<file path="config.mk">
export PLATFORM = sky130hd
export DESIGN_NAME = fsm_ctl
export DESIGN_NICKNAME = d
export VERILOG_FILES = /design/src/rtl/fsm_ctl.sv
export SDC_FILE = /design/constraint.sdc
export NUM_CORES = 1
export LEC_CHECK = 0
export CAP_MARGIN = 20
export CORE_MARGIN = 1
export CORE_UTILIZATION = 50
export DETAILED_ROUTE_END_ITERATION = 6
export GPL_TIMING_DRIVEN = 0
export PLACE_DENSITY = 0.84
export RECOVER_POWER = 100
export SYNTH_ARGS = -nofsm -noshare
export SYNTH_HDL_FRONTEND = slang
export SYNTH_SLANG_ARGS = --single-unit
</file>
<file path="constraint.sdc">
create_clock -name clka -period 2.9 [get_ports clka]
set_input_delay 0.58 -clock clka [delete_from_list [all_inputs] [get_ports clka]]
set_output_delay 0.58 -clock clka [all_outputs]
set_load 0.02 [all_outputs]
</file>
<file path="src/rtl/fsm_ctl.sv">
// -----------------------------------------------------------------------------
// fsm_ctl : instruction sequencer for a small 16-bit core.
//
// Walks each instruction through FETCH -> DECODE -> EXEC -> (MEM) -> (WB) ->
// PCUPD. Memory waits are bounded by TIMEOUT cycles; a HALT opcode or a memory
// timeout parks the sequencer in STOP until reset.
//
// Parameters
//   PC_BITS  width of the PC this block sequences (must be >= 2)
//   TIMEOUT  max cycles to wait for mem_ack (1-255)
//
// Ports
//   clka           in   clock, rising edge active
//   reset          in   asynchronous active-low reset
//   run            in   level; start/continue execution
//   mem_ack        in   memory completion, honoured only in FETCH and MEM
//   instr[15:0]    in   instruction word, opcode = instr[15:12]
//   zero_flag      in   ALU zero flag, captured in EXEC
//   pc_latch_data  out  one-cycle PC update strobe (PCUPD)
//   pc_ctl[1:0]    out  next-PC source: 00 PC+2, 01 PC+imm, 10 sr1
//   ir_load        out  instruction register load (FETCH with mem_ack)
//   mem_req        out  memory request (FETCH, MEM)
//   mem_we         out  memory write (MEM for STORE)
//   rf_we          out  register-file write (WB)
//   halted, error  out  sticky status flags
//   state[2:0]     out  current state encoding
// -----------------------------------------------------------------------------
module fsm_ctl #(
  parameter int PC_BITS = 6,
  parameter int TIMEOUT = 15
) (
  input  logic        clka,
  input  logic        reset,
  input  logic        run,
  input  logic        mem_ack,
  input  logic [15:0] instr,
  input  logic        zero_flag,
  output logic        pc_latch_data,
  output logic [1:0]  pc_ctl,
  output logic        ir_load,
  output logic        mem_req,
  output logic        mem_we,
  output logic        rf_we,
  output logic        halted,
  output logic        error,
  output logic [2:0]  state
);

  // Reject parameter values the sequencer cannot honour.
  if (PC_BITS < 2 || TIMEOUT < 1 || TIMEOUT > 255) begin : g_param_check
    $error("fsm_ctl: PC_BITS must be >= 2 and TIMEOUT in 1..255");
  end

  typedef enum logic [2:0] {
    S_IDLE   = 3'd0,
    S_FETCH  = 3'd1,
    S_DECODE = 3'd2,
    S_EXEC   = 3'd3,
    S_MEM    = 3'd4,
    S_WB     = 3'd5,
    S_PCUPD  = 3'd6,
    S_STOP   = 3'd7
  } state_t;

  localparam logic [3:0] OP_NOP   = 4'h0;
  localparam logic [3:0] OP_ALU   = 4'h1;
  localparam logic [3:0] OP_LOAD  = 4'h2;
  localparam logic [3:0] OP_STORE = 4'h3;
  localparam logic [3:0] OP_BZ    = 4'h4;
  localparam logic [3:0] OP_JR    = 4'h5;
  localparam logic [3:0] OP_JMP   = 4'h6;
  localparam logic [3:0] OP_HALT  = 4'hF;

  localparam logic [7:0] TIMEOUT_CNT = 8'(TIMEOUT);

  state_t     state_r;
  state_t     state_s;
  logic [3:0] opcode_r;
  logic       zf_r;
  logic [7:0] wait_cnt_r;
  logic       halted_r;
  logic       error_r;
  logic       set_halt_s;
  logic       set_err_s;
  logic       mem_wait_s;
  logic       timeout_s;
  logic       fetch_ack_s;
  logic       wait_entry_s;

  // mem_ack only matters while a request is outstanding.
  assign mem_wait_s   = (state_r == S_FETCH) || (state_r == S_MEM);
  assign fetch_ack_s  = (state_r == S_FETCH) && mem_ack;
  // Timeout fires on the cycle the counter would reach TIMEOUT; a same-cycle ack wins.
  assign timeout_s    = mem_wait_s && !mem_ack && ((wait_cnt_r + 8'd1) == TIMEOUT_CNT);
  assign wait_entry_s = ((state_s == S_FETCH) || (state_s == S_MEM)) && (state_s != state_r);

  // Next-state selection and sticky-flag set requests.
  always_comb begin
    state_s    = state_r;
    set_halt_s = 1'b0;
    set_err_s  = 1'b0;
    case (state_r)
      S_IDLE: begin
        if (run) state_s = S_FETCH;
        else     state_s = S_IDLE;
      end
      S_FETCH: begin
        if (mem_ack) begin
          state_s = S_DECODE;
        end else if (timeout_s) begin
          state_s   = S_STOP;
          set_err_s = 1'b1;
        end else begin
          state_s = S_FETCH;
        end
      end
      S_DECODE: state_s = S_EXEC;
      S_EXEC: begin
        case (opcode_r)
          OP_ALU:            state_s = S_WB;
          OP_LOAD, OP_STORE: state_s = S_MEM;
          OP_HALT: begin
            state_s    = S_STOP;
            set_halt_s = 1'b1;
          end
          default:           state_s = S_PCUPD;
        endcase
      end
      S_MEM: begin
        if (mem_ack) begin
          if (opcode_r == OP_LOAD) state_s = S_WB;
          else                     state_s = S_PCUPD;
        end else if (timeout_s) begin
          state_s   = S_STOP;
          set_err_s = 1'b1;
        end else begin
          state_s = S_MEM;
        end
      end
      S_WB: state_s = S_PCUPD;
      S_PCUPD: begin
        if (run) state_s = S_FETCH;
        else     state_s = S_IDLE;
      end
      S_STOP:  state_s = S_STOP;
      default: state_s = S_IDLE;
    endcase
  end

  // State register, latched opcode / zero flag, wait counter and sticky flags.
  always_ff @(posedge clka or negedge reset) begin
    if (!reset) begin
      state_r    <= S_IDLE;
      opcode_r   <= OP_NOP;
      zf_r       <= 1'b0;
      wait_cnt_r <= 8'd0;
      halted_r   <= 1'b0;
      error_r    <= 1'b0;
    end else begin
      state_r <= state_s;
      if (fetch_ack_s) opcode_r <= instr[15:12];
      if (state_r == S_EXEC) zf_r <= zero_flag;
      if (wait_entry_s) begin
        wait_cnt_r <= 8'd0;
      end else if (mem_wait_s && !mem_ack) begin
        wait_cnt_r <= wait_cnt_r + 8'd1;
      end
      if (set_halt_s) halted_r <= 1'b1;
      if (set_err_s)  error_r  <= 1'b1;
    end
  end

  // Output decode from the registered state and latched opcode; ir_load
  // additionally follows mem_ack so the instruction is captured with its ack.
  always_comb begin
    pc_latch_data = 1'b0;
    pc_ctl        = 2'b00;
    ir_load       = 1'b0;
    mem_req       = 1'b0;
    mem_we        = 1'b0;
    rf_we         = 1'b0;
    case (state_r)
      S_FETCH: begin
        mem_req = 1'b1;
        ir_load = fetch_ack_s;
      end
      S_MEM: begin
        mem_req = 1'b1;
        mem_we  = (opcode_r == OP_STORE) ? 1'b1 : 1'b0;
      end
      S_WB: rf_we = 1'b1;
      S_PCUPD: begin
        pc_latch_data = 1'b1;
        case (opcode_r)
          OP_JMP:  pc_ctl = 2'b01;
          OP_BZ:   pc_ctl = zf_r ? 2'b01 : 2'b00;
          OP_JR:   pc_ctl = 2'b10;
          default: pc_ctl = 2'b00;
        endcase
      end
      default: pc_ctl = 2'b00;
    endcase
  end

  assign halted = halted_r;
  assign error  = error_r;
  assign state  = state_r;

endmodule

</file>
# After elaboration in Yosys (flattened, before gate mapping)
# Index checks and enable logic that the tools add are counted.
[totals]
wordCells = 61
out_inout_bits = 12
reg_bits = 18
[classes]
n_addsub = 1
n_eq_ne = 18
mux = 24
n_reduce_logical = 12
[ops]
columns = ["cell", "count"]
rows = [
  ["$pmux W3 S7", 1],
  ["$mux W8", 2],
  ["$eq A3 B3 Y1 const B", 5],
  ["$mux W1", 13],
  ["$eq A4 B3 Y1 const B", 3],
  ["$pmux W2 S3", 2],
  ["$mux W3", 3],
  ["$add A8 B1 Y8 const B", 1],
  ["$eq A4 B2 Y1 const B", 2],
  ["$eq A8 B4 Y1 const B", 1],
  ["$eq A3 B1 Y1 const B", 2],
  ["$eq A3 B2 Y1 const B", 2],
  ["$mux W2", 3],
  ["$reduce_or A2 Y1", 3],
  ["$eq A4 B1 Y1 const B", 1],
  ["$eq A4 B4 Y1 const B", 1],
  ["$logic_and A1 B1 Y1", 4],
  ["$logic_not A3 Y1", 1],
  ["$ne A3 B3 Y1", 1],
  ["$logic_or A1 B1 Y1", 2],
  ["$reduce_bool A2 Y1", 1],
  ["$logic_not A1 Y1", 1],
]

# Longest topological paths before layout
[depth]
word_depth = 11
ltp_mapped = 6

# Worst setup path after synthesis
# No wires, ideal clock.
[synth_timing]
kind = "reg-to-output"
from = "reg state_r[1], in the netlist state[1]"
to = "out pc_ctl[1]"
stages_incl_launch_ff = 6
required_ns = 2.320
arrival_ns = 1.861
path_buffers = 1
path_slack_ns = 0.459
path_cell_list = "dfrtp_1 > buf_2 > nand2_1 > nor2_1 > nand3b_1 > nor3b_1"
[synth_via]
elab_chain_len = 2
[synth_rtl]
columns = ["item", "line", "rtl"]
rows = [
  ["from (decl)", "76", "state_t state_r;"],
  ["from (signal assigned)", "160", "state_r <= state_s;"],
  ["$eq A3 B3 Y1", "182", "case (state_r)"],
  ["$mux W2", "182", ""],
  ["to (decl)", "39", "output logic [1:0] pc_ctl,"],
]
# Every way passes these cells.

# Final worst setup path
[layout_timing]
from = "reg state_r[2], in the netlist state[2]"
to = "out mem_we"
[layout_via]
elab_chain_len = 2
[layout_rtl]
columns = ["item", "line", "rtl"]
rows = [
  ["$eq A3 B3 Y1", "182", ""],
  ["$mux W1", "182", ""],
  ["to (decl)", "42", "output logic mem_we,"],
]
# Every way passes these cells.

==> flow_metrics.py <==
metrics = {
    "drt": {
        "via_count": 916,
        "wire_per_inst_um": 12.98,
        "violation_count_after_the_first_detailed_route_iteration": 15,
        "first_pass_iters": 4,
        "wl_mm": 2.180,
        "final_antenna_net_count": 0,
        "drcViolationCount": 0,
        "route.detailed.vias_per_inst": 5.452,
    },
    "clock_tree": {
        "cts_tree": "built",
        "count_of_h_tree_levels_built_during_cts": 1,
        "clk_pin_slew_worst_paths_ps": 110,
        "cts.sink_count": 18,
        "clk_root_buffer_cell": "clkbuf_4",
        "cts_made_buffers": 3,
        "postCtsSetupBuffers": 0,
        "max-clock-path-buffers": 2,
        "worst_skew_late_latency_ps": 300,
    },
    "timing": {
        "rsz0062_at_grt": "no",
        "period_share_pct": 94.30,
        "drv_slew": 0,
        "hold_slack_ps": 484.9,
        "time_the_worst_path_needs_with_i_o_delays_and_setup_ps": 2735,
        "achievable-frequency_mhz": 365.7,
        "finalHoldViolCount": 0,
        "setup-violations-final": 0,
        "max_slew.worst_pin.slew_ps": 1026,
        "slew-limit-headroom_pct": 31.08,
        "setup_tns_ps": 0,
        "clock-skew-final_ps": 14.81,
    },
    "placed_design": {
        "gp_congestion": 0.8505,
        "cells_after_dpl": 164,
        "dpl.hpwl_mm": 1.686,
        "port_buffers": 20,
    },
    "flow_run": {
        "cap_violations": 0,
    },
    "grt": {
        "antenna_found_initial": 0,
        "grt_usage_pct": 20.81,
        "wire_length_of_the_first_global_routing_pass_mm": 3.836,
        "grt_max_degree": 19,
        "vias_in_the_first_global_route": 911,
        "global_route.overflow_total": 0,
    },
    "layout": {
        "antenna_cells": 0,
        "post_route_cells_drive_above_1_share_pct": 8.511,
        "final_cells": 168,
        "area_overhead_of_the_layout_relative_to_synthesis_pct": 20.13,
        "finalNetCount": 165,
    },
    "setup_path": {
        "critPathSlowestCell": "clkdlybuf4s50_1",
        "path_max_fanout": 10,
        "r2r_end": "state[1]$_DFF_PN0_",
        "crit_family": "buffers and inverters",
        "worstReg2RegStart": "state[0]$_DFF_PN0_",
        "critical_path_class": "reg -> out",
        "crit_arrival_ps": 2150,
        "crit_chain": "clkbuf_2 > or3b_2 > nor2_1 > clkdlybuf4s50_1",
        "start_kind": "register",
        "worstSetupEndpointType": "output port",
        "regToRegSetupSlack_ps": 710,
        "cp_num_buf_inv": 2,
        "worst_r2r_path_depth": 6,
        "crit_path_largest_cell_delay_ps": 600,
        "worstPathRequired_ps": 2320,
    },
    "yosys": {
        "synthFlopType": "dfrtp_1",
        "postSynth.asyncResetShare_pct": 100.0,
        "synth.most_common_cell": "dfrtp_1",
        "ys.warnings.count": 0,
        "synth_common_cells": "dfrtp_1, nor2_1, nand2_1",
        "synth_seq_cells": 18,
        "synthesis.instances": 117,
        "yosysTopAreaCellShare_pct": 39.82,
        "yosys-top-cells-area": "dfrtp_1, xor2_1, nor2_1, mux2_1, nand2_1",
        "syn_area_um2": 1131,
        "avgSynthCellArea_um2": 9.667,
        "synth_enable_flop_cells": 0,
        "synth_top_cell_by_area": "dfrtp_1",
        "ys_seq_area_share_pct": 39.82,
        "synthesized_netlist_net_count": 140,
        "ys_types": 43,
    },
    "floorplanning": {
        "die_area_um2": 2456,
        "floorplan.initialDensity_pct": 55.39,
        "boundaryPins": 33,
        "chipHeight_um": 49.56,
        "num_rows": 16,
        "dieWidth_um": 49.56,
        "floorplan.core_area_um2": 2042,
    },
    "hold_path": {
        "whs_path_depth": 1,
        "hold_end": "halted$_DFFE_PN0P_",
        "timing.hold.worst.class": "reg -> reg",
        "timing.hold.worst.start": "halted$_DFFE_PN0P_",
    },
    "power_and_ir_drop": {
        "leakagePower_nw": 0.5717,
        "pwr_density_cell_nw_per_um2": 889.5,
        "vdd.ir_drop.worst_uv": 479.7,
    },
    "run_status": {
        "run_status": "finished clean",
    },
}
## state kept, by name, indices dropped and copies added (netlist names)
register and count:
error 1, halted 1, opcode_r 4, state 3, wait_cnt_r 8, zf_r 1
## placed cells by master (no fill, tap or decap), types with 3 or more instances in the layout
cell	instances
nand3_1	5
clkbuf_1	9
clkdlybuf4s50_1	7
dlygate4sd3_1	10
clkbuf_4	3
nor3_1	4
dfrtp_1	18
inv_1	3
nor2_1	15
nand4_1	4
xor2_1	7
xnor2_1	3
mux2_1	4
nand2_1	9
## repair_timing
item,4_1_cts,5_1_grt
gates resized for setup,0,3
setup endpoints to repair,0,3
hold buffers,0,0
## worst reg2reg max path: cells and delay by family, from the launching register on
kind                   cells  cell delay [ps]
XOR/XNOR                   1              140
flip-flops                 1              380
buffers and inverters      1              160
AND/OR/NAND/NOR            2             1080
AO/OA/AOI/OAI              2              360
## cell families after synthesis
| kind of cell | synth area share (%) |
|---|---|
| buffers and inverters | 4.314 |
| adder cells (fa/ha/maj) | 2.212 |
| AND/OR/NAND/NOR | 23.89 |
| flip-flops | 39.82 |
| XOR/XNOR | 9.182 |
| multiplexers | 6.748 |
| AO/OA/AOI/OAI | 13.83 |
## final cells by class
cell class | instances | area, um^2
clock buffer | 4 | 36.28
fill | 179 | 683.2
multi-input combinational | 88 | 610.6
buffer | 8 | 35.03
sequential | 18 | 450.4
tap | 27 | 33.78
timing repair buffer | 20 | 181.4
inverter | 3 | 11.26
## worst max path at each step
stage	startpoint	end	slack, ps	cells past startpoint
after CTS	mem_ack	ir_load	40	4
after global routing	state[2]$_DFF_PN0_	mem_we	30	4
after global placement	mem_ack	ir_load	60	4
after floorplan	state[1]$_DFF_PN0_	pc_ctl[1]	460	5
final	state[2]$_DFF_PN0_	mem_we	170	4
after detailed placement	mem_ack	ir_load	60	4
## stage by stage
step | utilization (%) | power [mW] | area (um^2) | worst slack, ps
finish | 66.54 | 1.209 | 1359 | 165.4
detailed placement | 66.85 | 1.108 | 1365 | 63.54
floorplan | - | 0.8890 | 1131 | 458.9
CTS | 68.63 | 1.263 | 1401 | 39.03
global route | 66.54 | 1.313 | 1359 | 34.31
global placement | 66.85 | 1.086 | 1365 | 58.62
## layer usage
metal | track usage [%] | vias to the layer above | share of wire (%)
met5 | 0 | - | 0
met4 | 10.48 | 0 | 2.0
met3 | 4.012 | 5 | 3.0
met2 | 34.68 | 15 | 48
met1 | 25.39 | 431 | 47
li1 | - | 465 | -
## power breakdown
part	total, mW	internal, mW	switching [mW]
combinational	0.636	0.281	0.354
sequential	0.418	0.334	0.0841
clock	0.155	0.0766	0.0782
Note: power is estimated with default switching activity, not from simulation.
